`src/rtl/mux_2x1_arbiter_if.sv`:
```
// Channel bundle for the two-requester arbiter: request/data lines from the
// requesters and the grant, select and registered data toward the consumer.
// The master modport is the requester/consumer side; slave is the arbiter.
interface mux_2x1_arbiter_if #(
  parameter int DATA_W = 8
);
  logic              req_a;
  logic              req_b;
  logic [DATA_W-1:0] data_a;
  logic [DATA_W-1:0] data_b;
  logic              gnt_a;
  logic              gnt_b;
  logic              sel;
  logic [DATA_W-1:0] out_data;
  logic              out_valid;

  modport master (
    output req_a, req_b, data_a, data_b,
    input  gnt_a, gnt_b, sel, out_data, out_valid
  );

  modport slave (
    input  req_a, req_b, data_a, data_b,
    output gnt_a, gnt_b, sel, out_data, out_valid
  );
endinterface

```
`src/rtl/mux_2x1_arbiter.sv`:
```
// Two-requester arbiter owning the select of a shared 2:1 data channel.
// Grants one side at a time, caps a burst at MAX_HOLD beats while the other
// side waits (0 = no cap), and registers the granted beat toward the consumer.
// Optional macro MUX_ARB_FIXED_PRIO_EN: ties always go to A instead of
// alternating through the last-granted side.
module mux_2x1_arbiter #(
  parameter int DATA_W   = 8,
  parameter int MAX_HOLD = 4
) (
  input  logic              clk,
  input  logic              rst,
  mux_2x1_arbiter_if.slave  bus
);

  localparam int CNT_W = (MAX_HOLD < 1) ? 1 : $clog2(MAX_HOLD + 1);
  localparam logic [CNT_W-1:0] HOLD_LAST = (MAX_HOLD == 0) ? '0 : CNT_W'(MAX_HOLD - 1);
  localparam logic [CNT_W-1:0] HOLD_SAT  = CNT_W'(MAX_HOLD);
  localparam bit HOLD_EN = (MAX_HOLD != 0);

  typedef enum logic [1:0] {
    IDLE    = 2'd0,
    GRANT_A = 2'd1,
    GRANT_B = 2'd2
  } state_t;

  state_t            state;
  state_t            state_nxt;
  logic [CNT_W-1:0]  hold_cnt;
  logic              beat;
  logic              hold_hit;
  logic              tie_pick_b;
  logic              sel_int;
  logic [DATA_W-1:0] mux_data;

  assign sel_int  = (state == GRANT_B);
  assign mux_data = sel_int ? bus.data_b : bus.data_a;
  assign beat     = ((state == GRANT_A) && bus.req_a) || ((state == GRANT_B) && bus.req_b);
  // The current beat is the last one allowed before the waiting side takes over
  assign hold_hit = HOLD_EN && (hold_cnt == HOLD_LAST);

  assign bus.gnt_a = (state == GRANT_A);
  assign bus.gnt_b = (state == GRANT_B);
  assign bus.sel   = sel_int;

`ifdef MUX_ARB_FIXED_PRIO_EN
  assign tie_pick_b = 1'b0;
`else
  logic last_gnt;

  assign tie_pick_b = ~last_gnt;

  // Remember which side was granted most recently (1 = B) so ties alternate
  always_ff @(posedge clk or posedge rst) begin
    if (rst) begin
      last_gnt <= 1'b1;
    end else if ((state_nxt == GRANT_A) && (state != GRANT_A)) begin
      last_gnt <= 1'b0;
    end else if ((state_nxt == GRANT_B) && (state != GRANT_B)) begin
      last_gnt <= 1'b1;
    end
  end
`endif

  // Grant state register
  always_ff @(posedge clk or posedge rst) begin
    if (rst) begin
      state <= IDLE;
    end else begin
      state <= state_nxt;
    end
  end

  // Next grant: tie-break from idle, immediate handover on release, forced rotation at the hold cap
  always_comb begin
    state_nxt = state;
    case (state)
      IDLE: begin
        if (bus.req_a && bus.req_b) begin
          state_nxt = tie_pick_b ? GRANT_B : GRANT_A;
        end else if (bus.req_a) begin
          state_nxt = GRANT_A;
        end else if (bus.req_b) begin
          state_nxt = GRANT_B;
        end
      end
      GRANT_A: begin
        if (!bus.req_a) begin
          state_nxt = bus.req_b ? GRANT_B : IDLE;
        end else if (hold_hit && bus.req_b) begin
          state_nxt = GRANT_B;
        end
      end
      GRANT_B: begin
        if (!bus.req_b) begin
          state_nxt = bus.req_a ? GRANT_A : IDLE;
        end else if (hold_hit && bus.req_a) begin
          state_nxt = GRANT_A;
        end
      end
      default: begin
        state_nxt = IDLE;
      end
    endcase
  end

  // Beats within the current grant, restarting on every grant change and saturating at the cap
  always_ff @(posedge clk or posedge rst) begin
    if (rst) begin
      hold_cnt <= '0;
    end else if ((state_nxt != state) || (state_nxt == IDLE)) begin
      hold_cnt <= '0;
    end else if (beat && (hold_cnt != HOLD_SAT)) begin
      hold_cnt <= hold_cnt + CNT_W'(1);
    end
  end

  // Registered output stage: data is captured only on beats and held otherwise
  always_ff @(posedge clk or posedge rst) begin
    if (rst) begin
      bus.out_valid <= 1'b0;
      bus.out_data  <= '0;
    end else begin
      bus.out_valid <= beat;
      if (beat) begin
        bus.out_data <= mux_data;
      end
    end
  end

endmodule

```
`src/flat_wrapper.sv`:
```
// flat-port wrapper written by rule: the top's interface ports become plain ports
module mux_2x1_arbiter_flat 
#(
  parameter int DATA_W   = 8,
  parameter int MAX_HOLD = 4
)
  (clk, rst, bus_req_a, bus_req_b, bus_data_a, bus_data_b, bus_gnt_a, bus_gnt_b, bus_sel, bus_out_data, bus_out_valid);
  mux_2x1_arbiter_if #(.DATA_W(DATA_W)) bus_i ();
  input  logic clk;
  input  logic rst;
  input wire logic [$bits(bus_i.req_a)-1:0] bus_req_a;
  input wire logic [$bits(bus_i.req_b)-1:0] bus_req_b;
  input wire logic [$bits(bus_i.data_a)-1:0] bus_data_a;
  input wire logic [$bits(bus_i.data_b)-1:0] bus_data_b;
  output wire logic [$bits(bus_i.gnt_a)-1:0] bus_gnt_a;
  output wire logic [$bits(bus_i.gnt_b)-1:0] bus_gnt_b;
  output wire logic [$bits(bus_i.sel)-1:0] bus_sel;
  output wire logic [$bits(bus_i.out_data)-1:0] bus_out_data;
  output wire logic [$bits(bus_i.out_valid)-1:0] bus_out_valid;
  assign bus_i.req_a = bus_req_a;
  assign bus_i.req_b = bus_req_b;
  assign bus_i.data_a = bus_data_a;
  assign bus_i.data_b = bus_data_b;
  assign bus_gnt_a = bus_i.gnt_a;
  assign bus_gnt_b = bus_i.gnt_b;
  assign bus_sel = bus_i.sel;
  assign bus_out_data = bus_i.out_data;
  assign bus_out_valid = bus_i.out_valid;
  mux_2x1_arbiter #(.DATA_W(DATA_W), .MAX_HOLD(MAX_HOLD)) u_core (.clk(clk), .rst(rst), .bus(bus_i));
endmodule
```
`config.mk`:
```
export PLATFORM = sky130hd
export DESIGN_NAME = mux_2x1_arbiter_flat
export DESIGN_NICKNAME = d
export VERILOG_FILES = /design/src/rtl/mux_2x1_arbiter_if.sv /design/src/rtl/mux_2x1_arbiter.sv /design/src/flat_wrapper.sv
export SDC_FILE = /design/constraint.sdc
export NUM_CORES = 1
export LEC_CHECK = 0
export CAP_MARGIN = 40
export CORE_MARGIN = 5
export CORE_UTILIZATION = 47
export CTS_CLUSTER_DIAMETER = 30
export CTS_CLUSTER_SIZE = 24
export DETAILED_ROUTE_END_ITERATION = 16
export PLACE_DENSITY = 0.89
export SYNTH_ARGS = -nofsm -noshare
export SYNTH_HDL_FRONTEND = slang
export SYNTH_SLANG_ARGS = --single-unit
```
`constraint.sdc`:
```
create_clock -name clk -period 4.2 [get_ports clk]
set_input_delay 0.42 -clock clk [delete_from_list [all_inputs] [get_ports clk]]
set_output_delay 0.42 -clock clk [all_outputs]
set_load 0.02 [all_outputs]
```
* Word-level counts from Yosys, hierarchy flattened
Cells that the tools add are included.
** Cells by class
- Reductions and logical operators :: 14
- Mux-type cells :: 16
- $add $sub $neg :: 1
- Eq/ne operators :: 9
** Operators with widths (number)
- 2-bit 2-to-1 mux :: 9
- 1-bit logical AND :: 8
- 8-bit 2-to-1 mux :: 1
- 3-bit 2-to-1 mux :: 2
- 2-bit case mux with 3 select lines :: 1
- 2-bit by 1-bit equality test with 1-bit output, second input constant :: 2
- 2-bit equality test, second input constant :: 2
- 2-bit logical NOT :: 2
- 2-bit nonzero test :: 2
- 3-bit by 1-bit adder with 3-bit output, second input constant :: 1
- 3-bit by 2-bit equality test with 1-bit output, second input constant :: 1
- 1-bit 2-to-1 mux :: 3
- 3-bit != test, second input constant :: 1
- 1-bit logical OR :: 2
- 2-bit by 1-bit != test with 1-bit output, second input constant :: 1
- 2-bit != test :: 1
- 2-bit != test, second input constant :: 1
** Storage, ports and cells
- Register bits :: 15
- Input port bits :: 20

* Longest topological paths before layout
- Depth after elaboration :: 9
- Gate-level depth with buffers :: 5
- Gate-level depth less buffers :: 5

* Worst setup path before layout
No wires, ideal clock.
- Path kind :: register -> register
- Start :: reg u_core.hold_cnt[1]
- End :: reg u_core.last_gnt
- Path buffers :: 0
- Data arrival time :: 1339 ps
- Path slack :: 2778 ps
- Data required time :: 4117 ps
- Stages on the path, launching flop included :: 6
- Path through :: dfrtp_1 ha_1 ha_1 nor2b_1 o21ai_1 a221o_1
** On the way
- Longest elaborated chain between the ends :: 8
- Elaborated cells between the ends (all ways) :: 14
- Those cells by class :: eq/ne (3); mux (6); reduce/logical (5)
** RTL lines
- from (decl) :: line mux_2x1_arbiter.sv:28 : logic [CNT_W-1:0] hold_cnt;
- from (signal assigned) :: line mux_2x1_arbiter.sv:113 : hold_cnt <= hold_cnt + CNT_W'(1);
- 3-bit by 2-bit equality test with 1-bit output * :: line mux_2x1_arbiter.sv:39 : assign hold_hit = HOLD_EN && (hold_cnt == HOLD_LAST);
- 1-bit logical AND, on equally long branches :: line mux_2x1_arbiter.sv:96, mux_2x1_arbiter.sv:89
- 2-bit 2-to-1 mux, on equally long branches :: line mux_2x1_arbiter.sv:96, mux_2x1_arbiter.sv:89
- 2-bit 2-to-1 mux, on equally long branches :: line mux_2x1_arbiter.sv:94, mux_2x1_arbiter.sv:87
- 2-bit case mux with 3 select lines * :: line mux_2x1_arbiter.sv:76 : case (state)
- 2-bit by 1-bit equality test with 1-bit output / 2-bit equality test (equally long branches) :: line mux_2x1_arbiter.sv:56, mux_2x1_arbiter.sv:58
- 1-bit logical AND, on equally long branches :: line mux_2x1_arbiter.sv:56, mux_2x1_arbiter.sv:58
- 1-bit 2-to-1 mux / 2-bit nonzero test (equally long branches)
- to (signal assigned) :: line mux_2x1_arbiter.sv:55 : last_gnt <= 1'b1;
- to (signal assigned) :: line mux_2x1_arbiter.sv:57 : last_gnt <= 1'b0;
- to (signal assigned) :: line mux_2x1_arbiter.sv:59 : last_gnt <= 1'b1;
- to (decl) :: line mux_2x1_arbiter.sv:48 : logic last_gnt;
Mark *: on every way between the ends. The rest lies on a longest branch, timed or not.
A chain may end at the register's enable or synchronous reset.

* Worst setup path after layout
- Start :: reg u_core.state[1]
- End :: out bus_gnt_b
** On the way
- Longest elaborated chain between the ends :: 1
** RTL lines
- from (decl) :: line mux_2x1_arbiter.sv:26 : state_t state;
- from (signal assigned) :: line mux_2x1_arbiter.sv:69 : state <= state_nxt;
- 2-bit equality test :: line mux_2x1_arbiter.sv:42 : assign bus.gnt_b = (state == GRANT_B);
- to (decl) :: line flat_wrapper.sv:16 : output wire logic [$bits(bus_i.gnt_b)-1:0] bus_gnt_b;
Every way passes these cells.

==> impl_metrics.yaml <==
global_route:
  grt_util_all_layers_pct: 18.41
  grt_pass1_wl_mm: 3.912
  grt_pass1_vias: 859
  antenna_found_initial: 0
  grt_max_degree: 16
  overflow: 0
critical_path:
  cp_slowest_stage_delay_ps: 620
  crit_chain: "nor2b_1, buf_4, clkdlybuf4s50_1"
  cp.required_ps: 3780
  startpoint_type: "flip-flop"
  cp_num_buf_inv: 2
  crit_type: "reg -> out"
  cp_slowest_cell: "clkdlybuf4s50_1"
  end_kind: "output port"
  worstPathArrival_ps: 2210
  crit_fanout: 13
  critPathTopFamily: "buffers and inverters"
timing:
  finalHoldWorstSlack_ps: 460.8
  tns_ps: 0
  skew_ps: 13.53
  fin_crit_ps: 2629
  rsz0062_at_grt: "no"
  worst_slack_ps: 1571
  fmax_mhz: 380.3
  tightest_slew_ps: 564.1
  finalCritPeriodShare_pct: 62.60
  hold_viol: 0
  maxSlewViolCount: 0
  slew_headroom_pct: 62.35
  setup_viol: 0
cts:
  numClockSinks: 15
  post_cts_buffers: 0
  cts_hold_buffers: 0
  cts_resized: 0
  cts_max_level: 1
  root_buffer: "clkbuf_4"
  clk_pin_slew_worst_paths_ps: 100
  worstSkewPairLatency_ps: 300
  cts_buffers: 3
  cts_tree: "done"
  clockBufferDepth: 2
finish:
  layout.nets: 146
  area_delta_synth_final_pct: 35.53
  n_fill_cell: 166
  stdcell_count: 149
  multi_input_area_um2: 485.5
  drive_gt1_share_pct: 9.836
  n_antenna_cell: 0
  final_util_pct: 65.56
  register_area_um2: 376.6
power_and_ir_drop:
  p_leak_nw: 0.5014
  ir_worst_vdd_mv: 0.2595
  powerDensity_nw_per_um2: 418.6
yosys:
  syn_area_um2: 929.6
  synth_top_area_share_pct: 37.69
  synthCells: 92
  yosysSeqAreaShare_pct: 40.51
  synth_nets: 115
  yosys_warnings: 0
  synth_area_per_cell_um2: 10.10
  synthTopCellsByArea: "dfrtp_1 38%, mux2i_1 8.6%, nor3_1 5.9%, a21oi_1 5.4%, buf_4 4.0%"
  synth_cell_type_count: 30
  yosys.area.top_type: "dfrtp_1"
  ys_ff_latch: 15
drt:
  vias: 832
  drtAntennaViolNets: 0
  drc: 0
  vias_per_cell: 5.584
  wl_per_cell_um: 15.41
  dr.pass1.iters: 4
  wl_mm: 2.296
  drt_iter0_markers: 12
placed_design:
  port_buffers: 31
  dp_hpwl_mm: 1.808
  gp_congestion: 0.8016
  post-place-cells: 145
  place_ws_ps: 1938
floorplanning:
  dieArea_um2: 2968
  die_y_um: 54.48
  core-area_um2: 1922
  fp.dieW_um: 54.48
  fp-row-count: 16
  pin_count: 32
  start_util_pct: 48.37
hold_path:
  hp-class: "in -> async"
status:
  status: "complete, no violations"
run:
  maxCapViolations: 0
[report_power, final]
group	internal (W)	switching, W
sequential	0.000183	0.0000264
combinational	0.000117	0.000116
clock	0.0000355	0.0000500
[cell usage in the layout (no fill, tap or decap), drive strengths merged]
cell	count
o21ai	3
o31ai	2
clkdlybuf4s50	31
o21ba	1
and4b	1
nand2b	1
nor3b	1
and2	2
buf	1
dfstp	1
a22oi	1
clkinv	1
a221oi	2
nand3b	3
nor3	12
dfrtp	14
nand2	4
a2111oi	1
a21oi	10
mux2i	8
and3b	2
a221o	1
inv	5
clkbuf	3
ha	3
nor2b	6
and3	2
[final timing paths]
kind	start	to	slack [ps]	depth (start not counted)
setup reg to reg	u_core.state[1]$_DFF_PP0_	u_core.bus.out_data[4]$_DFFE_PP0P_	2470	4
setup / recovery	u_core.state[1]$_DFF_PP0_	bus_gnt_b	1570	3
hold reg to reg	u_core.bus.out_data[0]$_DFFE_PP0P_	u_core.bus.out_data[0]$_DFFE_PP0P_	550	2
max in group asynchronous	rst	u_core.hold_cnt[1]$_DFFE_PP0P_	3350	2
min in group clk	u_core.bus.out_data[0]$_DFFE_PP0P_	u_core.bus.out_data[0]$_DFFE_PP0P_	550	2
hold / removal	rst	u_core.state[0]$_DFF_PP0_	460	2
[synth_stat cells]
master,number
a221oi_1,2
dfstp_2,1
nand2b_1,1
and3b_1,1
and3_1,2
ha_1,3
a221o_1,1
buf_4,5
a22oi_2,1
a2111oi_4,1
o21ai_0,2
and2_0,1
nor2b_1,6
and3b_2,1
nor3_2,1
a21oi_1,10
o31ai_1,2
and4b_1,1
buf_6,1
dfrtp_1,14
nand2_2,1
nor3_1,11
nand3b_1,3
nand2_1,3
mux2i_1,8
and2_1,1
nor3b_1,1
o21ai_1,1
o21ba_2,1
inv_1,5
[cell families after synthesis]
family,synth area share (%)
and+or+nand+nor,22.61
AOI/OAI and AO/OA,16.96
adders and majority gates,4.038
buffers and inverters,7.268
muxes,8.614
DFF,40.51
[flip-flops by register name, summed over array words and instances (netlist names)]
register / count
u_core.bus.out_data: 8
u_core.hold_cnt: 3
u_core.last_gnt: 1
u_core.bus.out_valid: 1
u_core.state: 2
[worst register-to-register path, cell delays in order, from the launching register on]
cell     delay [ps]
dfrtp_1         540
nor2b_1         490
buf_4           270
mux2i_1         210
a21oi_1          90
[area by class of cell]
cell class	instances	area share, %
clock buffer	3	1.787
clock inverter	1	0.3972
inverter	5	1.490
multi-input combinational	66	38.53
sequential	15	29.89
tap	27	2.681
timing repair buffer	32	25.22
[metrics by stage]
| step | cell area, um2 | total power, W |
|---|---|---|
| 2_1_floorplan | 929.6 | 0.0003436 |
| 3_3_place_gp | 1232 | 0.0004353 |
| 3_5_place_dp | 1232 | 0.0004474 |
| 4_1_cts | 1260 | 0.0005316 |
| 5_1_grt | 1260 | 0.0005574 |
| 6_report | 1260 | 0.0005274 |
[layer usage]
metal,vias up,global-route usage [%],share of wire [%]
li1,394,-,-
met1,392,21.32,40
met2,40,32.87,48
met3,6,2.452,9.2
met4,0,9.129,2.5
met5,-,0,0
(Power assumes the default switching activity.)
